**src/rtl/multu_hilo_unit.sv**
```systemverilog
// multu_hilo_unit: iterative unsigned MULTU / MADDU engine with a private HI/LO pair.
// Shift-add over WIDTH iterations; busy stalls the pipeline while the engine runs.
// Optional build macro MULTU_EARLY_TERM_EN: leave RUN as soon as the remaining
// multiplier bits are all zero (results identical, latency data-dependent).
module multu_hilo_unit #(
    parameter int WIDTH = 32
) (
    input  logic             clk,
    input  logic             rst,
    input  logic             start,
    input  logic             op,
    input  logic [WIDTH-1:0] a,
    input  logic [WIDTH-1:0] b,
    output logic             busy,
    output logic             done,
    output logic [WIDTH-1:0] hi,
    output logic [WIDTH-1:0] lo
);

    localparam int CW = $clog2(WIDTH + 1);

    typedef enum logic [1:0] {
        IDLE = 2'd0,
        RUN  = 2'd1,
        FIN  = 2'd2
    } state_t;

    state_t             state;
    logic [2*WIDTH-1:0] mcand;
    logic [WIDTH-1:0]   mplier;
    logic [2*WIDTH-1:0] acc;
    logic               op_q;
    logic [CW-1:0]      count;

    logic [2*WIDTH-1:0] add_term;
    logic [2*WIDTH-1:0] fin_value;
    logic               last_iter;
    logic               skip_run;

    // Stall request is a pure decode of the state register.
    assign busy = (state != IDLE);

    // Partial-product select, final HI/LO value and RUN exit condition.
    always_comb begin
        // NOTE: every always_comb output gets a default first so no path leaves it unassigned (no latch).
        add_term  = '0;
        fin_value = acc;
        if (mplier[0]) begin
            add_term = mcand;
        end
        if (op_q) begin
            // Carry out of the top bit falls off the 2*WIDTH-bit sum (mod 2^(2W)).
            fin_value = {hi, lo} + acc;
        end
`ifdef MULTU_EARLY_TERM_EN
        last_iter = (count == CW'(1)) || (mplier[WIDTH-1:1] == '0);
        skip_run  = (b == '0);
`else
        last_iter = (count == CW'(1));
        skip_run  = 1'b0;
`endif
    end

    // Control FSM and datapath: issue, shift-add iterations, HI/LO write-back.
    always_ff @(posedge clk or posedge rst) begin
        // NOTE: the operand/accumulator registers are reset too so a mid-run reset leaves no stale state visible.
        if (rst) begin
            state  <= IDLE;
            mcand  <= '0;
            mplier <= '0;
            acc    <= '0;
            op_q   <= 1'b0;
            count  <= '0;
            hi     <= '0;
            lo     <= '0;
            done   <= 1'b0;
        end else begin
            // NOTE: non-blocking assignments so every register sees pre-edge values of the others.
            case (state)
                IDLE: begin
                    done <= 1'b0;
                    if (start) begin
                        mcand  <= {{WIDTH{1'b0}}, a};
                        mplier <= b;
                        acc    <= '0;
                        op_q   <= op;
                        count  <= CW'(WIDTH);
                        state  <= skip_run ? FIN : RUN;
                    end
                end
                RUN: begin
                    done   <= 1'b0;
                    acc    <= acc + add_term;
                    mcand  <= mcand << 1;
                    mplier <= mplier >> 1;
                    count  <= count - CW'(1);
                    if (last_iter) begin
                        state <= FIN;
                    end
                end
                FIN: begin
                    {hi, lo} <= fin_value;
                    done     <= 1'b1;
                    state    <= IDLE;
                end
                default: begin
                    done  <= 1'b0;
                    state <= IDLE;
                end
            endcase
        end
    end

endmodule

```
**config.mk**
```make
export PLATFORM = sky130hd
export DESIGN_NAME = multu_hilo_unit
export DESIGN_NICKNAME = d
export VERILOG_FILES = /design/src/rtl/multu_hilo_unit.sv
export SDC_FILE = /design/constraint.sdc
export NUM_CORES = 1
export LEC_CHECK = 0
export CAP_MARGIN = 20
export CORE_ASPECT_RATIO = 0.7
export CORE_MARGIN = 3
export CORE_UTILIZATION = 54
export CTS_BUF_LIST = sky130_fd_sc_hd__clkbuf_16
export CTS_CLUSTER_DIAMETER = 100
export CTS_CLUSTER_SIZE = 8
export DETAILED_ROUTE_END_ITERATION = 10
export GPL_TIMING_DRIVEN = 0
export PLACE_DENSITY = 0.78
export SYNTH_ARGS = -nofsm -noshare
export SYNTH_HDL_FRONTEND = slang
export SYNTH_SLANG_ARGS = --single-unit
export TNS_END_PERCENT = 50
```
**constraint.sdc**
```tcl
create_clock -name clk -period 7.6 [get_ports clk]
set_input_delay 0.76 -clock clk [delete_from_list [all_inputs] [get_ports clk]]
set_output_delay 0.76 -clock clk [all_outputs]
set_load 0.01 [all_outputs]
```
==> metrics.yaml, run 1 <==
wirelength_um: 58900
grt-ovfl-total: 0
initial_core_util_pct: 55.9
final_core_util_pct: 64.8
grt_pass1_vias: 16000
relSlewSlack_pct: 35.4
synth.avg_cell_area_sq_um: 8.19
pwr-share-clk_pct: 14.0
post_cts_resized: 0
cts.path.max_buffers: 3
ys_seq_elements: 234
hpwlAfterDp_um: 45700
synth_edf_count: 0
combPwrFrac_pct: 62.6
p_int_mw: 5.03
numCtsBuffers: 35
synth.distinct_cells: 83
multiInputGateArea_sq_mm: 0.0111
antenna_found_initial: 0
yosys_warnings: 0
rsz0062_at_grt: "no"
fill_cells: 2652
gr-usage-all-layers_pct: 32.9
cp-end-kind: "flip-flop"
leakagePower_nw: 9.17
tns_ps: 0
ys.flop_type: "dfrtp_1"
dp_worst_setup_slack_ps: 2880
ant_nets: 0
cp.required_ps: 8000
grt_max_degree: 120
final_common_cell: "nand2_1"
netlist_area_sq_mm: 0.0177
first_iter_violations: 1959
fin_crit_sh_pct: 63.2
grt_pass1_wl_um: 90700
cts_htree_levels: 2
reg2reg_to: "acc[60]"
post_cts_buffers: 0
firstDrtPassIters: 6
cp_max_fo: 10
clk_pin_slew_ps: 50
pwr_density_cell_mw_per_mm2: 485
max_freq_mhz: 208
setup_viol: 0
rr_worst_depth: 15
port_buffers: 133
hold_class: "reg2reg"
die-area_sq_mm: 0.0350
startpoint_type: "flip-flop"
viasPerCell: 6.31
drive_above_1_share_pct: 3.21
final_cell_mix: "nand2_1, dfrtp_1, o21ai_0"
cts_tree: "yes"
clk_latency_ps: 530
core-area_sq_mm: 0.0317
vdd_ir_drop_max_mv: 0.375
seqCellArea_sq_mm: 0.00586
critical_path_arrival_ps: 5210
r2r-start: "mplier[0]"
n_antenna_cell: 0
cts-root-buf: "clkbuf_16"
whs_endpoint: "mplier[10]"
place.gp.congestion: 0.974
setup_slack_ps: 2790
route.vias.total: 17400
io_pins: 134
drc: 0
die_w_um: 222
finalCriticalPeriod_ps: 4810
nets: 2531
switching_share_pct: 49.6
total_power_mw: 9.97
min_from: "mplier[10]"
wl_per_cell_um: 21.4
dieHeight_um: 157
drv_cap: 0
synthArstFlopShare_pct: 100
slew_violations: 0
cts.sinks: 234
syn_to_final_growth_pct: 16.0
fp-row-count: 54
synthCells: 2161
cts_hold_buf: 0
whs_path_depth: 2
fin_skew_ps: 30.4
syn_nets: 2359
tightest_slew_ps: 969
switchingPower_mw: 4.94
critPathKind: "reg2reg"
status: "completed"
r2r_slack_ps: 2790
seq_power_share_pct: 23.4
synth_seq_area_share_pct: 33.1
hold_violations: 0
-- routing by layer --
layer | up-vias | GRT usage, % | wire length [um]
met5 | - | 0 | 0
met4 | 0 | 6.84 | 936
met3 | 69 | 8.15 | 6860
met2 | 809 | 44.7 | 22600
met1 | 8369 | 52.3 | 28500
li1 | 8137 | - | -
-- cell usage after synthesis (all sizes together), types with 13 or more instances --
cell    instances  area, sq um
a211o          13          114
nor3           23          115
nand4          42          263
dfrtp         234         5860
ha            128         1600
inv            45          169
a21o           91          693
and2           74          463
nor2           83          312
nand3          59          295
o21ai         219         1100
nand2         385         1450
a22oi          62          465
clkbuf        119          447
xor2           45          394
o31ai          15          118
a31oi          16          115
nor3b          20          150
xnor2          62          543
buf            17          115
mux2i          46          460
o21bai         25          188
o21a           17          128
a21oi         155          780
-- stage by stage --
step / hold slack (ps) / area, sq um / cells
2_1_floorplan: 446 / 17700 / 2161
3_3_place_gp: 460 / 19600 / 2714
3_5_place_dp: 464 / 19600 / 2715
4_1_cts: 476 / 20500 / 2754
5_1_grt: 496 / 20500 / 2755
6_report: 475 / 20500 / 2755
-- power by group through the flow --
stage          registers [mW]  logic, mW  clock network [mW]
3_3_place_gp             2.28       5.98                   0
2_1_floorplan            2.07       4.48                   0
5_1_grt                  2.37       6.87                1.46
3_5_place_dp             2.31       6.06                   0
4_1_cts                  2.29       6.09                1.41
6_report                 2.34       6.24                1.40
-- critical path: stages, from the launching register on --
cell and delay [ps]:
dfrtp_1 400, clkbuf_1 440, clkbuf_1 290, and2_1 180, ha_1 120, clkbuf_1 290, nand4_1 250, nor3_1 370
o2111ai_1 200, nand3_1 210, a41oi_1 270, o31ai_1 650, a21oi_1 240, o21ai_1 380, a21oi_1 150, a211o_1 250
-- registers in the layout, indices dropped and copies added (netlist names) --
name    cells
hi         32
state       2
acc        64
done        1
count       6
op_q        1
mcand      64
lo         32
mplier     32
-- final cells by class --
class | instances | area share, %
inverter | 45 | 0.859
sequential | 234 | 28.5
clock inverter | 3 | 0.165
timing repair buffer | 135 | 6.65
clock buffer | 36 | 4.39
buffer | 136 | 2.74
tap | 420 | 2.56
multi-input combinational | 1746 | 54.1
-- kinds of logic (layout without fill, tap and decap cells) --
group | Yosys count | count (layout) | share of synthesized area (%)
compound gates | 704 | 704 | 25.5
flops | 234 | 234 | 33.1
buf+inv | 181 | 355 | 4.13
simple gates | 759 | 759 | 20.1
fa+ha+maj | 130 | 130 | 9.28
xor+xnor | 107 | 107 | 5.30
mux | 46 | 46 | 2.60
-- worst max path at each step --
| stage | start | end | slack, ps |
|---|---|---|---|
| 4_1_cts | mplier[0] | acc[60] | 2850 |
| 3_3_place_gp | rst | hi[3] | -2550 |
| 5_1_grt | mplier[0] | acc[60] | 2520 |
| 2_1_floorplan | rst | acc[0] | 420 |
| 3_5_place_dp | mplier[0] | acc[60] | 2880 |
| 6_report | mplier[0] | acc[60] | 2790 |
No activity file was read; power rests on OpenSTA's default activity.
==> run 2, diff against run 1 <==
--- a/config.mk
+++ b/config.mk
@@ -8,13 +8,13 @@
 export CAP_MARGIN = 20
 export CORE_ASPECT_RATIO = 0.7
 export CORE_MARGIN = 3
-export CORE_UTILIZATION = 54
+export CORE_UTILIZATION = 60
 export CTS_BUF_LIST = sky130_fd_sc_hd__clkbuf_16
 export CTS_CLUSTER_DIAMETER = 100
 export CTS_CLUSTER_SIZE = 8
 export DETAILED_ROUTE_END_ITERATION = 10
 export GPL_TIMING_DRIVEN = 0
-export PLACE_DENSITY = 0.78
+export PLACE_DENSITY = 0.83
 export SYNTH_ARGS = -nofsm -noshare
 export SYNTH_HDL_FRONTEND = slang
 export SYNTH_SLANG_ARGS = --single-unit
==> constraint.sdc (replaced) <==
create_clock -name clk -period 4.64 [get_ports clk]
set_input_delay 0.464 -clock clk [delete_from_list [all_inputs] [get_ports clk]]
set_output_delay 0.464 -clock clk [all_outputs]
set_load 0.01 [all_outputs]
==> metrics.yaml, run 2 (synthesized netlist as in run 1, its figures left out) <==
n_antenna_cell: 0
finalCriticalPeriod_ps: 4450
dp_worst_setup_slack_ps: -19.9
wl_per_cell_um: 21.8
rsz0062_at_grt: "no"
critPathKind: "reg2reg"
tightest_slew_ps: 1140
cp-end-kind: "flip-flop"
vdd_ir_drop_max_mv: 0.425
drive_above_1_share_pct: 3.51
first_iter_violations: 2343
clk_pin_slew_ps: 50
critical_path_arrival_ps: 4900
grt_max_degree: 45
grt_pass1_wl_um: 92300
setup_viol: 0
grt_pass1_vias: 16500
post_cts_buffers: 0
gr-usage-all-layers_pct: 37.3
max_freq_mhz: 225
dieHeight_um: 150
worstSetupStartpoint: "mplier[0]"
setup_slack_ps: 188
io_pins: 134
slew_violations: 0
ant_nets: 0
core-area_sq_mm: 0.0284
tns_ps: 0
fin_crit_sh_pct: 96.0
drv_cap: 0
drc: 0
cp.required_ps: 5090
hpwlAfterDp_um: 45400
startpoint_type: "flip-flop"
reg_top3: "acc x64, mcand x64"
antenna_found_initial: 0
cts_htree_levels: 2
cts_tree: "yes"
hold_class: "in2async"
die-area_sq_mm: 0.0316
route.vias.total: 17500
grt-ovfl-total: 0
cts_hold_buf: 0
nets: 2535
fin_skew_ps: 34.3
wirelength_um: 59000
cts.sinks: 234
r2r-start: "mplier[0]"
syn_to_final_growth_pct: 16.1
leakagePower_nw: 9.20
fp-row-count: 51
cts-root-buf: "clkbuf_16"
final_common_cell: "nand2_1"
hold_violations: 0
cp_max_fo: 10
clk_latency_ps: 540
post_cts_resized: 2
numCtsBuffers: 35
critical_path.cell_chain: "clkbuf_2 -> clkbuf_1 -> nand2_1 -> inv_1 -> ha_1 -> a21oi_1 -> nand4b_1 -> a2111o_1 -> a211o_1 -> a21oi_1 -> o21ai_1 -> o21ai_0 -> a311oi_1 -> xor2_1 -> o21ai_0"
port_buffers: 133
fill_cells: 2172
firstDrtPassIters: 6
status: "completed"
slowest_stage: "o21ai_0"
final_cell_mix: "nand2_1, dfrtp_1, o21ai_0"
cts.path.max_buffers: 3
initial_core_util_pct: 62.3
pwr_density_cell_mw_per_mm2: 797
critPathMaxStageDelay_ps: 500
relSlewSlack_pct: 23.7
die_w_um: 211
place.gp.congestion: 1.02
viasPerCell: 6.46
[run 2: power by group]
group | total (mW) | leakage [nW] | internal [mW] | switching [mW]
Clock | 2.27 | 0.449 | 1.33 | 0.938
Sequential | 3.83 | 2.76 | 2.82 | 1.01
Combinational | 10.3 | 5.99 | 4.06 | 6.22
Total | 16.4 | 9.20 | 8.21 | 8.17
[run 2: through the flow]
step | instances | area, sq um | hold WS (ps) | utilization, % | total power, mW
after floorplan | 2161 | 17700 | 446 | - | 10.7
after detailed placement | 2671 | 19600 | 466 | 69.1 | 13.7
final | 2709 | 20500 | 314 | 72.4 | 16.4
after global placement | 2665 | 19500 | 458 | 68.7 | 13.4
after global routing | 2709 | 20500 | 322 | 72.4 | 17.5
after CTS | 2709 | 20500 | 305 | 72.4 | 16.0
[run 2: per-layer routing]
layer,vias up,GRT usage (%),wire [um]
met1,8277,57.5,27000
li1,8147,-,-
met3,116,11.4,7810
met4,0,8.53,1210
met5,-,0,0
met2,971,50.9,23000
[run 2: layout make-up]
class / instances / area (sq um) / area share (%)
tap: 371 / 464 / 2.26
multi-input combinational: 1746 / 11100 / 54.1
clock buffer: 35 / 876 / 4.26
sequential: 234 / 5860 / 28.5
clock inverter: 3 / 41.3 / 0.201
inverter: 45 / 173 / 0.840
buffer: 136 / 563 / 2.74
timing repair buffer: 139 / 1450 / 7.06
[run 2: final timing paths]
kind	endpoint	slack (ps)	depth (start not counted)
max in group asynchronous	acc[42]	3280	5
min in group clk	mplier[4]	480	2
max	acc[61]	190	15
min	mcand[6]	310	2
max reg2reg	acc[61]	190	15
min reg2reg	mplier[4]	480	2
[run 2: critical path, delay by kind of cell (launching register included)]
family | cells | cell delay, ps
AO/OA/AOI/OAI | 8 | 2410
buffers and inverters | 3 | 780
AND/OR/NAND/NOR | 2 | 480
flip-flops | 1 | 360
XOR/XNOR | 1 | 180
adder cells (fa/ha/maj) | 1 | 140
==> variant 1 (flow settings as in run 1) <==
Change the parameter `WIDTH` from 32 to 16.
--- a/src/rtl/multu_hilo_unit.sv
+++ b/src/rtl/multu_hilo_unit.sv
@@ -5,3 +5,3 @@
 module multu_hilo_unit #(
-    parameter int WIDTH = 32
+    parameter int WIDTH = 16
 ) (
Interface: changed (resized a, b, hi and lo); port bits go from 134 to 70. No check against the original RTL was run, so the function may have changed too.
==> variant 1 against run 1 <==
  * Worst setup slack better by 1.3 ns
  * Total power is 50% lower
  * Count of clock-buffer cells in the layout is 19 lower
  * Combinational power is 53% lower
  * Final cell count is 53% lower
  * Via count is 57% lower
  * Routed wire length is 63% lower
  * Non-clock buffer count is 154 lower
  * Sequential cell count is 113 lower
  * Design area is 52% lower
  * Area after synthesis is 53% lower
  * Clock skew is 0.019 ns lower
  * Critical path type unchanged
==> variant 1: results (changes against run 1) <==
Layout
  • Sequential cell area share: 31.0% (+2.5 points)
  • Fin nets: 1177 (-53%)
  • Non-clock buffer share: 9.15% (-0.24 points)
  • Logic inverters: 19 (-58%)
  • Layout clock area frac: 5.80% (+1.2 points)
  • Multi-input combinational area share: 50.8% (-3.3 points)
  • Biggest regs: acc: 32 flops, mcand: 32 flops

Detailed routing
  • Routed WL: 21700 um (-63%)
  • Wl on met1: 10200 um (-64%)
  • Met2 wire len: 9290 um (-59%)
  • WL/cell: 17.0 um (-21%)
  • Drt initial violations: 643 (-67%)

Power
  • Max VDD drop: 0.189 mV (-50%)
  • Clock share of power: 15.7% (+1.7 points)
  • LEAKAGE: 4.38 nW (-52%)
  • Clock group: 0.781 mW (-44%)
  • Cell-internal power: 2.65 mW (-47%)
  • Logic pwr share: 59.4% (-3.2 points)

Worst setup path
  • CP arrival: 3.81 ns (-1.40 ns)
  • Slowest stage delay, CP: 0.48 ns (-0.17 ns)
  • Slowest CP cell: fa_1

STA
  • Clock Skew: 0.0116 ns (-0.0188 ns)

Status
  • Status: completed

Clock network
  • Max clock buf depth: 2 (-1)
  • Clock Latency Late Sink: 0.42 ns (-0.11 ns)
  • H-tree depth: 4 (+2)

Placement
  • Port Buf Inserts: 69 (-48%)
  • Post-DP HPWL: 16000 um (-65%)
  • Placed cells: 1251 (-54%)

Synth
  • Ranking of synthesized cells by area: dfrtp_1 (37%), ha_1 (9.7%), nand2_1 (9.2%)
  • Distinct cells, synth: 53 (-36%)
  • Register area share after synthesis: 36.8% (+3.7 points)
  • Commonest cells post-synth: nand2_1 (203), dfrtp_1 (121), o21ai_0 (100), a21oi_1 (85), ha_1 (64)

Floorplanning
  • Core Footprint: 14800 um2 (-53%)

Global route
  • Routing usage on met1: 40.0% (-12 points)
  • Total GRT Usage: 26.7% (-6.2 points)
  • Vias in the first global route: 7063 (-56%)
[variant 1: worst paths after layout]
check                      cells after the start  slack (ns)                     to                   from
hold reg to reg                                2        0.48  mplier[3]$_DFFE_PP0P_  mplier[3]$_DFFE_PP0P_
setup / recovery                              12        4.06    acc[26]$_DFFE_PP0P_  mplier[0]$_DFFE_PP0P_
setup reg to reg                              12        4.06    acc[26]$_DFFE_PP0P_  mplier[0]$_DFFE_PP0P_
min in group asynchronous                      2        0.68  mplier[4]$_DFFE_PP0P_                    rst
hold / removal                                 2        0.48  mplier[3]$_DFFE_PP0P_  mplier[3]$_DFFE_PP0P_
max in group asynchronous                      3        6.16    acc[13]$_DFFE_PP0P_                    rst
[variant 1: cell families after synthesis]
logic type	synth area share, %
mux	2.31
compound gates	23.0
fa+ha+maj	10.2
buf+inv	3.01
flops	36.8
xor+xnor	5.53
simple gates	19.2
==> variant 2 (flow settings as in run 1) <==
Made on the original files. Register the inputs `start`, `op` and `a` before use, cleared by the reset. The logic sees them one clock later. The other inputs are not delayed to match.
--- a/src/rtl/multu_hilo_unit.sv
+++ b/src/rtl/multu_hilo_unit.sv
@@ -26,2 +26,18 @@
     } state_t;
+
+    logic start_q;
+    logic op_r;
+    logic [WIDTH-1:0] a_q;
+
+    always_ff @(posedge clk or posedge rst) begin
+        if (rst) begin
+            start_q <= '0;
+            op_r    <= '0;
+            a_q     <= '0;
+        end else begin
+            start_q <= start;
+            op_r    <= op;
+            a_q     <= a;
+        end
+    end
 
@@ -81,7 +97,7 @@
                     done <= 1'b0;
-                    if (start) begin
-                        mcand  <= {{WIDTH{1'b0}}, a};
+                    if (start_q) begin
+                        mcand  <= {{WIDTH{1'b0}}, a_q};
                         mplier <= b;
                         acc    <= '0;
-                        op_q   <= op;
+                        op_q   <= op_r;
                         count  <= CW'(WIDTH);
Function: changed (a bounded check fails within 4 cycles, from zero or initial values and one cycle with rst high).
==> variant 2 against run 1 <==
  * Combinational power fell by 11%
  * Critical endpoint is now acc[44]$_DFFE_PP0P_
  * Routed wire length fell by 6.0%
  * Clock skew fell by 0.012 ns
  * Count of clock-buffer cells in the layout rose by 3
  * Highest routed layer unchanged
  * Design area rose by 1.8%
  * Worst setup slack improved by 0.066 ns
  * Sequential cell count rose by 34
  * Total power fell by 1.7%
  * Largest power group unchanged
  * Area after synthesis rose by 0.71%
  * Final cell count fell by 1.3%
==> variant 2: results (changes against run 1) <==
STA
  • Worst-Margin Slew: 1.01 ns (+0.0398 ns)
  • Clock Skew: 0.0186 ns (-0.0118 ns)

Synth
  • Commonest cells post-synth: nand2_1 (269), dfrtp_1 (268), nor2_1 (208), o21ai_0 (180), a21oi_1 (170)
  • Distinct cells, synth: 76 (-8.4%)
  • Synthesized net count: 2313 (-1.9%)
  • Ranking of synthesized cells by area: dfrtp_1 (38%), ha_1 (9.0%), nand2_1 (5.7%)
  • Register area share after synthesis: 37.6% (+4.5 points)

Placement
  • DP Area: 19800 um2 (+1.1%)
  • GP Congestion: 0.944 (-3.1%)
  • Placed cells: 2674 (-1.5%)
  • Post-DP HPWL: 42700 um (-6.5%)

Global route
  • Vias in the first global route: 15900 (-0.52%)

Detailed routing
  • WL/cell: 20.4 um (-4.8%)
  • Vias: 16900 (-3.0%)

Clock network
  • CTS Buf Count: 39 (+11%)
  • Clock Latency Late Sink: 0.56 ns (+0.03 ns)

Power
  • Max VDD drop: 0.289 mV (-23%)
  • LEAKAGE: 9.35 nW (+2.0%)

Worst setup path
  • Slowest stage delay, CP: 0.49 ns (-0.16 ns)
  • CP arrival: 5.16 ns (-0.05 ns)
  • Slowest CP cell: clkbuf_1

Status
  • Status: completed

Layout
  • Filler instances: 2625 (-1.0%)
  • Fin nets: 2494 (-1.5%)
  • Share of post-route cells with drive strength above 1: 3.39% (+0.18 points)
## variant 2: cell count changes after synthesis, sizes merged, moves of 23 or more
cell	change
a21o	-23
a22oi	-61
dfrtp	+34
nand2	-116
nor2	+125
o22ai	+67
## variant 2: area by class of cell
class                           instances  area (um2)  share of cell area (%)
Multi-Input combinational cell       1691       10500                    50.4
Sequential cell                       268        6710                    32.1
Timing Repair Buffer                  140        1460                    7.00
Clock buffer                           39         976                    4.67
Tap cell                              420         526                    2.51
Buffer                                117         440                    2.11
Inverter                               39         150                   0.718
Clock inverter                          4         110                   0.527
## variant 2: cell families after synthesis
family	share of synthesized area (%)
simple gates	18.6
compound gates	23.5
flops	37.6
mux	2.02
xor+xnor	5.80
fa+ha+maj	9.21
buf+inv	3.29
## variant 2: worst paths after layout
path / start / end / slack [ns] / cells past startpoint
worst min-delay path: a_q[0]$_DFF_PP0_ / mcand[0]$_DFFE_PP0P_ / 0.46 / 2
worst max register to register: mplier[0]$_DFFE_PP0P_ / acc[44]$_DFFE_PP0P_ / 2.86 / 15
min in group asynchronous: rst / a_q[4]$_DFF_PP0_ / 0.74 / 2
worst min register to register: a_q[0]$_DFF_PP0_ / mcand[0]$_DFFE_PP0P_ / 0.46 / 2
worst max-delay path: mplier[0]$_DFFE_PP0P_ / acc[44]$_DFFE_PP0P_ / 2.86 / 15
max in group asynchronous: rst / acc[52]$_DFFE_PP0P_ / 5.65 / 5
## variant 2: routing by layer
layer / wire length, um / GRT usage (%) / share of wire (%) / up-vias
met3: 5820 / 7.77 / 11 / 90
li1: - / - / - / 7925
met4: 1060 / 6.87 / 1.9 / 0
met1: 26700 / 48.9 / 48 / 8047
met5: 0 / 0 / 0 / -
met2: 21800 / 43.7 / 39 / 801
## variant 2: metrics by stage
| step | hold WS [ns] | setup WS [ns] | util, % | total power [mW] |
|---|---|---|---|---|
| detailed placement | 0.441 | 2.91 | 62.2 | 8.02 |
| global placement | 0.442 | 1.44 | 61.9 | 7.85 |
| CTS | 0.463 | 2.88 | 65.6 | 9.67 |
| global route | 0.473 | 2.65 | 65.7 | 10.6 |
| floorplan | 0.426 | 3.30 | - | 6.38 |
| finish | 0.462 | 2.86 | 65.7 | 9.80 |
## variant 2: power breakdown
part	switching, mW	internal, mW	leakage, nW
Sequential	0.662	1.98	3.34
Combinational	3.38	2.17	5.49
Clock	0.649	0.951	0.527
Total	4.69	5.11	9.35
## variant 2: worst min-delay path: cells and delay by family (launching register included)
kind | cells | cell delay (ns)
and+or+nand+nor | 1 | 0.04
AOI/OAI and AO/OA | 1 | 0.06
DFF | 1 | 0.32
